File: src/rtl/ctrl_pipe_regs.sv
// Control-path pipeline registers (ID/EX, EX/MEM, MEM/WB) with per-stage strobes,
// EX-stage ALU control decode, MEM-stage branch resolution and a saturating squash counter.
module ctrl_pipe_regs #(
    parameter int          CNT_W       = 16,
    parameter logic [3:0]  ILLEGAL_ALU = 4'b1111
) (
    input  logic             clk,
    input  logic             rst,
    input  logic [1:0]       id_wb,
    input  logic [2:0]       id_m,
    input  logic [3:0]       id_ex,
    input  logic [5:0]       id_funct,
    input  logic             id_valid,
    input  logic             id_flush,
    input  logic             stall,
    input  logic             mem_zero,
    output logic             ex_regdst,
    output logic             ex_alusrc,
    output logic [3:0]       ex_alu_ctrl,
    output logic             ex_illegal,
    output logic             ex_valid,
    output logic             mem_branch,
    output logic             mem_memread,
    output logic             mem_memwrite,
    output logic             mem_valid,
    output logic             pcsrc,
    output logic             wb_regwrite,
    output logic             wb_memtoreg,
    output logic             wb_valid,
    output logic [CNT_W-1:0] squash_cnt
);

    localparam logic [CNT_W-1:0] CNT_MAX = '1;
    localparam logic [CNT_W-1:0] CNT_ONE = {{(CNT_W-1){1'b0}}, 1'b1};

    logic [1:0]       ex_wb_q, ex_wb_d;
    logic [2:0]       ex_m_q, ex_m_d;
    logic [3:0]       ex_ex_q, ex_ex_d;
    logic [5:0]       ex_funct_q, ex_funct_d;
    logic             ex_valid_q, ex_valid_d;
    logic [1:0]       mem_wb_q, mem_wb_d;
    logic [2:0]       mem_m_q, mem_m_d;
    logic             mem_valid_q, mem_valid_d;
    logic [1:0]       wb_wb_q, wb_wb_d;
    logic             wb_valid_q, wb_valid_d;
    logic [CNT_W-1:0] squash_cnt_q, squash_cnt_d;
    logic             pcsrc_s;
    logic [3:0]       alu_ctrl_s;
    logic             illegal_s;

    assign pcsrc_s = mem_m_q[2] & mem_valid_q & mem_zero;

    // ID/EX next state: a taken branch outranks flush/stall, which outrank an empty ID slot
    always_comb begin
        ex_wb_d    = 2'b00;
        ex_m_d     = 3'b000;
        ex_ex_d    = 4'b0000;
        ex_funct_d = 6'b000000;
        ex_valid_d = 1'b0;
        if (pcsrc_s) begin
            ex_valid_d = 1'b0;
        end else if (id_flush || stall) begin
            ex_valid_d = 1'b0;
        end else if (!id_valid) begin
            ex_valid_d = 1'b0;
        end else begin
            ex_wb_d    = id_wb;
            ex_m_d     = id_m;
            ex_ex_d    = id_ex;
            ex_funct_d = id_funct;
            ex_valid_d = 1'b1;
        end
    end

    // EX/MEM and MEM/WB next state; the taken branch itself still retires with zero WB bits
    always_comb begin
        mem_wb_d    = 2'b00;
        mem_m_d     = 3'b000;
        mem_valid_d = 1'b0;
        if (pcsrc_s) begin
            mem_valid_d = 1'b0;
        end else begin
            mem_wb_d    = ex_wb_q;
            mem_m_d     = ex_m_q;
            mem_valid_d = ex_valid_q;
        end
        wb_wb_d    = mem_wb_q;
        wb_valid_d = mem_valid_q;
    end

    // Saturating count of branch-squash cycles
    always_comb begin
        squash_cnt_d = squash_cnt_q;
        if (pcsrc_s && (squash_cnt_q != CNT_MAX)) begin
            squash_cnt_d = squash_cnt_q + CNT_ONE;
        end else begin
            squash_cnt_d = squash_cnt_q;
        end
    end

    // ALU control decode from the ID/EX ALUOp and funct fields, gated by EX valid
    always_comb begin
        alu_ctrl_s = 4'b0000;
        illegal_s  = 1'b0;
        if (ex_valid_q) begin
            case (ex_ex_q[2:1])
                2'b00:   alu_ctrl_s = 4'b0010;
                2'b01:   alu_ctrl_s = 4'b0110;
                2'b11:   alu_ctrl_s = 4'b0010;
                2'b10: begin
                    case (ex_funct_q)
                        6'b100000: alu_ctrl_s = 4'b0010;
                        6'b100010: alu_ctrl_s = 4'b0110;
                        6'b100100: alu_ctrl_s = 4'b0000;
                        6'b100101: alu_ctrl_s = 4'b0001;
                        6'b101010: alu_ctrl_s = 4'b0111;
                        default: begin
                            alu_ctrl_s = ILLEGAL_ALU;
                            illegal_s  = 1'b1;
                        end
                    endcase
                end
                default: alu_ctrl_s = 4'b0000;
            endcase
        end else begin
            alu_ctrl_s = 4'b0000;
            illegal_s  = 1'b0;
        end
    end

    // Stage registers and squash counter
    always_ff @(posedge clk or posedge rst) begin
        if (rst) begin
            ex_wb_q      <= 2'b00;
            ex_m_q       <= 3'b000;
            ex_ex_q      <= 4'b0000;
            ex_funct_q   <= 6'b000000;
            ex_valid_q   <= 1'b0;
            mem_wb_q     <= 2'b00;
            mem_m_q      <= 3'b000;
            mem_valid_q  <= 1'b0;
            wb_wb_q      <= 2'b00;
            wb_valid_q   <= 1'b0;
            squash_cnt_q <= '0;
        end else begin
            ex_wb_q      <= ex_wb_d;
            ex_m_q       <= ex_m_d;
            ex_ex_q      <= ex_ex_d;
            ex_funct_q   <= ex_funct_d;
            ex_valid_q   <= ex_valid_d;
            mem_wb_q     <= mem_wb_d;
            mem_m_q      <= mem_m_d;
            mem_valid_q  <= mem_valid_d;
            wb_wb_q      <= wb_wb_d;
            wb_valid_q   <= wb_valid_d;
            squash_cnt_q <= squash_cnt_d;
        end
    end

    assign ex_regdst    = ex_ex_q[3] & ex_valid_q;
    assign ex_alusrc    = ex_ex_q[0] & ex_valid_q;
    assign ex_alu_ctrl  = alu_ctrl_s;
    assign ex_illegal   = illegal_s;
    assign ex_valid     = ex_valid_q;
    assign mem_branch   = mem_m_q[2] & mem_valid_q;
    assign mem_memread  = mem_m_q[1] & mem_valid_q;
    assign mem_memwrite = mem_m_q[0] & mem_valid_q;
    assign mem_valid    = mem_valid_q;
    assign pcsrc        = pcsrc_s;
    assign wb_regwrite  = wb_wb_q[1] & wb_valid_q;
    assign wb_memtoreg  = wb_wb_q[0] & wb_valid_q;
    assign wb_valid     = wb_valid_q;
    assign squash_cnt   = squash_cnt_q;

endmodule

File: config.mk
export PLATFORM = sky130hd
export DESIGN_NAME = ctrl_pipe_regs
export DESIGN_NICKNAME = d
export VERILOG_FILES = /design/src/rtl/ctrl_pipe_regs.sv
export SDC_FILE = /design/constraint.sdc
export NUM_CORES = 1
export LEC_CHECK = 0
export CAP_MARGIN = 15
export CORE_UTILIZATION = 50
export DETAILED_ROUTE_END_ITERATION = 10
export PLACE_DENSITY = 0.85
export SYNTH_ARGS = -nofsm -noshare
export SYNTH_HDL_FRONTEND = slang
export SYNTH_SLANG_ARGS = --single-unit
export TNS_END_PERCENT = 1
File: constraint.sdc
create_clock -name clk -period 2.5 [get_ports clk]
set_clock_uncertainty 0.05 [all_clocks]
set_input_delay 0.625 -clock clk [delete_from_list [all_inputs] [get_ports clk]]
set_output_delay 0.625 -clock clk [all_outputs]
set_load 0.05 [all_outputs]
==> results.md <==
* Pint at 967 uW
* Core area at ~0.0034 mm^2
* Die area at roughly 0.0038 mm^2
* Sequential share of power at 0.557
* CP Capture Type: output pin
* PwrDens at about 500 mW/mm^2
* Min-delay worst type: flip-flop to flip-flop
* Most frequent cell after synthesis: dfrtp_1
* Setup WS pre-CTS at a little under 0.3 ns
* RSZ-0062 raised after global routing: false
* Synth top area share at 0.581
* Hold EP: wb_wb_q[1]$_DFF_PP0_
* Number of I/O port buffers at 52
* Reg area at 0.00103 mm^2
* Asr flop ratio synth at 1.00
* Worst reg2reg path depth at 5
* Total CTS buffers at 5
* Final instance area at between 0.002 and 0.0025 mm^2
* Final-layout fill cell count at roughly 250
* Yosys reg bits at 41
* Sw Pwr at ~270 uW
* Yosys cell types at 35
* Initial antenna violation count at 0
* Fmax at between 400 and 500 MHz
* Sw Share at 0.216
* Non-Filler Instances at 262
* Post-Place Cell Area at approximately 0.0024 mm^2
* Die extent in x at roughly 61 um
* Slowest CP cell: clkdlybuf4s50_1
* Vias per cell at about 5.1
* TritonCTS clock tree: built
* Leading cell types by count after synthesis: 41 x dfrtp_1, 28 x and2_1, 12 x xnor2_1
* Post-Route WL at 3470 um
* R2R Path End: squash_cnt[1]$_DFFE_PP0P_
* Dpl cells at between 200 and 300
* Layout area overhead at 39.8%
* Worst-path cell chain: and2_1 > clkdlybuf4s50_1
* LEAKAGE at between 0.001 and 0.0015 uW
* Layout cells sized above 1 at 0.120
* Post-Syn Area at ~0.0018 mm^2
* Diode count at 0
* Sink Count at roughly 40
* Reg clk slew, reported paths at roughly 0.11 ns
* Yosys top cell by area: dfrtp_1
* Number of remaining DRC errors at 0
* Max clock buf depth at 2
* Worst Path Arrival at approximately 1.7 ns
* Worst Min Path Start: mem_wb_q[1]$_DFF_PP0_
* Number of top-level pins at 53
* Synth top area cells: dfrtp_1 58%, and2_1 9.9%, xnor2_1 5.9%, ha_1 2.1%, nand4_1 1.8%
* Die Y-Extent at around 61 um
* Clock Latency Late Sink at ~0.35 ns
* Top_reg_cell synth: dfrtp_1
* Grt total ovfl at 0
* GP Congestion at 0.784
* Pre-antenna DRT Iters at 4
* Clk pwr share at 0.358
* GRT Resource Usage Total at 0.220
* Max-slew violation count at 0
* Post-CTS Setup Inserts at 0
* R2R setup slack at 0.63 ns
* Synthesized area per cell at approximately 12 um^2
* Yosys warns at 0
* Comb power frac at 0.085
* Number of placement rows at 21
* CP max stage delay at ~0.81 ns
* Clock Root Buffer: clkbuf_4
* Worst vdd ir at 0.376 mV
* Minimum clock period at about 2.4 ns
* Sequential cell area fraction in the yosys report at 0.581
* Post-synth EDFFs at 0
* Reg2reg start: squash_cnt[0]$_DFFE_PP0P_
* WHS Path Cells at 0
* DR iter-0 viols at 47
* Routed WL per cell at 13.3 um
* Outcome: completed
* Critical path type: flip-flop to output pin
* Multi-input gate area at about 710 um^2
* Final WS setup at around 0.11 ns
* Least-Margin Pin Slew at ~0.52 ns
* Crit-path max FO at 6
* Dpl hpwl at 2670 um
* Crit share post-route at 0.958
* Critical path startpoint category: flip-flop
* Antenna-violating nets left at 0
* Required time worst endpoint at around 1.8 ns
* # H-tree levels at 2
* First-pass GRT wire length at 5880 um
* Post-Syn Instances at roughly 150
* Number of global-route vias before repair at approximately 1400
* Count of final setup violators at 0
* Via count at about 1300
* Synth Net Count at between 150 and 200
* Largest net degree at the start of global routing at 42
* Final Hold Viols at 0
* Headroom to the max-slew limit at 0.654
* Initial core utilization at 0.525
* Final nets at approximately 240
* Max-cap violations at 0
## power groups by stage
stage	registers, uW	clock network, uW	logic, uW
finish	687	442	105
global route	689	481	114
CTS	687	450	107
detailed placement	700	0	107
global placement	699	0	103
floorplan	714	0	34.8
## worst max-delay path, delay by kind of cell (launching register included)
family                 cells  cell delay [ns]
AND/OR/NAND/NOR            1             0.15
buffers and inverters      1             0.81
flip-flops                 1             0.42
## timing repair
item / CTS / global route
resized for setup: 1 / 1
hold buffers: 0 / 0
endpoints found under the setup margin: 1 / 1
## placed cells by master, fill, tap and decap left out, types with 2 or more instances in the layout
master,n
dfrtp_1,41
xnor2_1,12
nor3_1,5
nor4_2,2
ha_1,3
a31oi_1,2
o21ai_0,2
and2_1,28
nand4_1,5
a21oi_1,5
nand3_1,5
clkdlybuf4s50_1,44
nor2_1,6
o21ai_1,2
nor2b_1,2
and3_1,2
clkbuf_4,5
nand2_1,4
buf_4,9
nor4_1,2
buf_12,2
inv_1,7
o211ai_1,2
## through the flow
| stage | util | total power [uW] | hold slack (ns) | TNS (ns) |
|---|---|---|---|---|
| final | 0.734 | 1230 | 0.317 | 0 |
| after global routing | 0.734 | 1280 | 0.347 | 0 |
| after CTS | 0.734 | 1240 | 0.318 | 0 |
| after detailed placement | 0.709 | 807 | 0.292 | 0 |
| after global placement | 0.709 | 802 | 0.285 | 0 |
| after floorplan | - | 749 | 0.281 | -0.213 |
## worst max path at each step
stage / slack [ns] / endpoint / start / depth (start not counted)
2_1_floorplan: -0.11 / ex_alu_ctrl[0] / ex_valid$_DFF_PP0_ / 2
4_1_cts: 0.005 / ex_regdst / ex_valid$_DFF_PP0_ / 2
6_report: 0.11 / mem_memwrite / mem_valid$_DFF_PP0_ / 2
5_1_grt: 0.02 / mem_memwrite / mem_valid$_DFF_PP0_ / 2
3_3_place_gp: 0.32 / squash_cnt[13]$_DFFE_PP0P_ / mem_zero / 6
3_5_place_dp: 0.29 / squash_cnt[13]$_DFFE_PP0P_ / mem_zero / 6
## per-layer routing
metal,up-vias,share of wire,global-route usage
li1,650,-,-
met1,642,0.40,0.250
met2,49,0.54,0.396
met3,5,0.051,0.0630
met4,0,0.013,0.0794
met5,-,0,0
## cell families after synthesis
logic type / count (synthesis) / synth area share
AND/OR/NAND/NOR: 69 / 0.246
flip-flops: 41 / 0.581
AO/OA/AOI/OAI: 18 / 0.0659
XOR/XNOR: 12 / 0.0595
buffers and inverters: 9 / 0.0198
adder cells (fa/ha/maj): 3 / 0.0212
multiplexers: 1 / 0.00637
## registers in the layout (all words and copies together) (netlist names)
signal	count
ex_funct_q	6
ex_valid	1
ex_m_q	3
ex_ex_q	4
mem_m_q	3
squash_cnt	16
ex_wb_q	2
mem_wb_q	2
mem_valid	1
wb_wb_q	2
wb_valid	1
## area by class of cell
type / count / share of cell area
Clock buffer: 7 / 0.0223
Clock inverter: 1 / 0.0122
Inverter: 7 / 0.0106
Multi-Input combinational cell: 103 / 0.286
Sequential cell: 41 / 0.415
Tap cell: 46 / 0.0233
Timing Repair Buffer: 57 / 0.230
(Power assumes the default switching activity.)
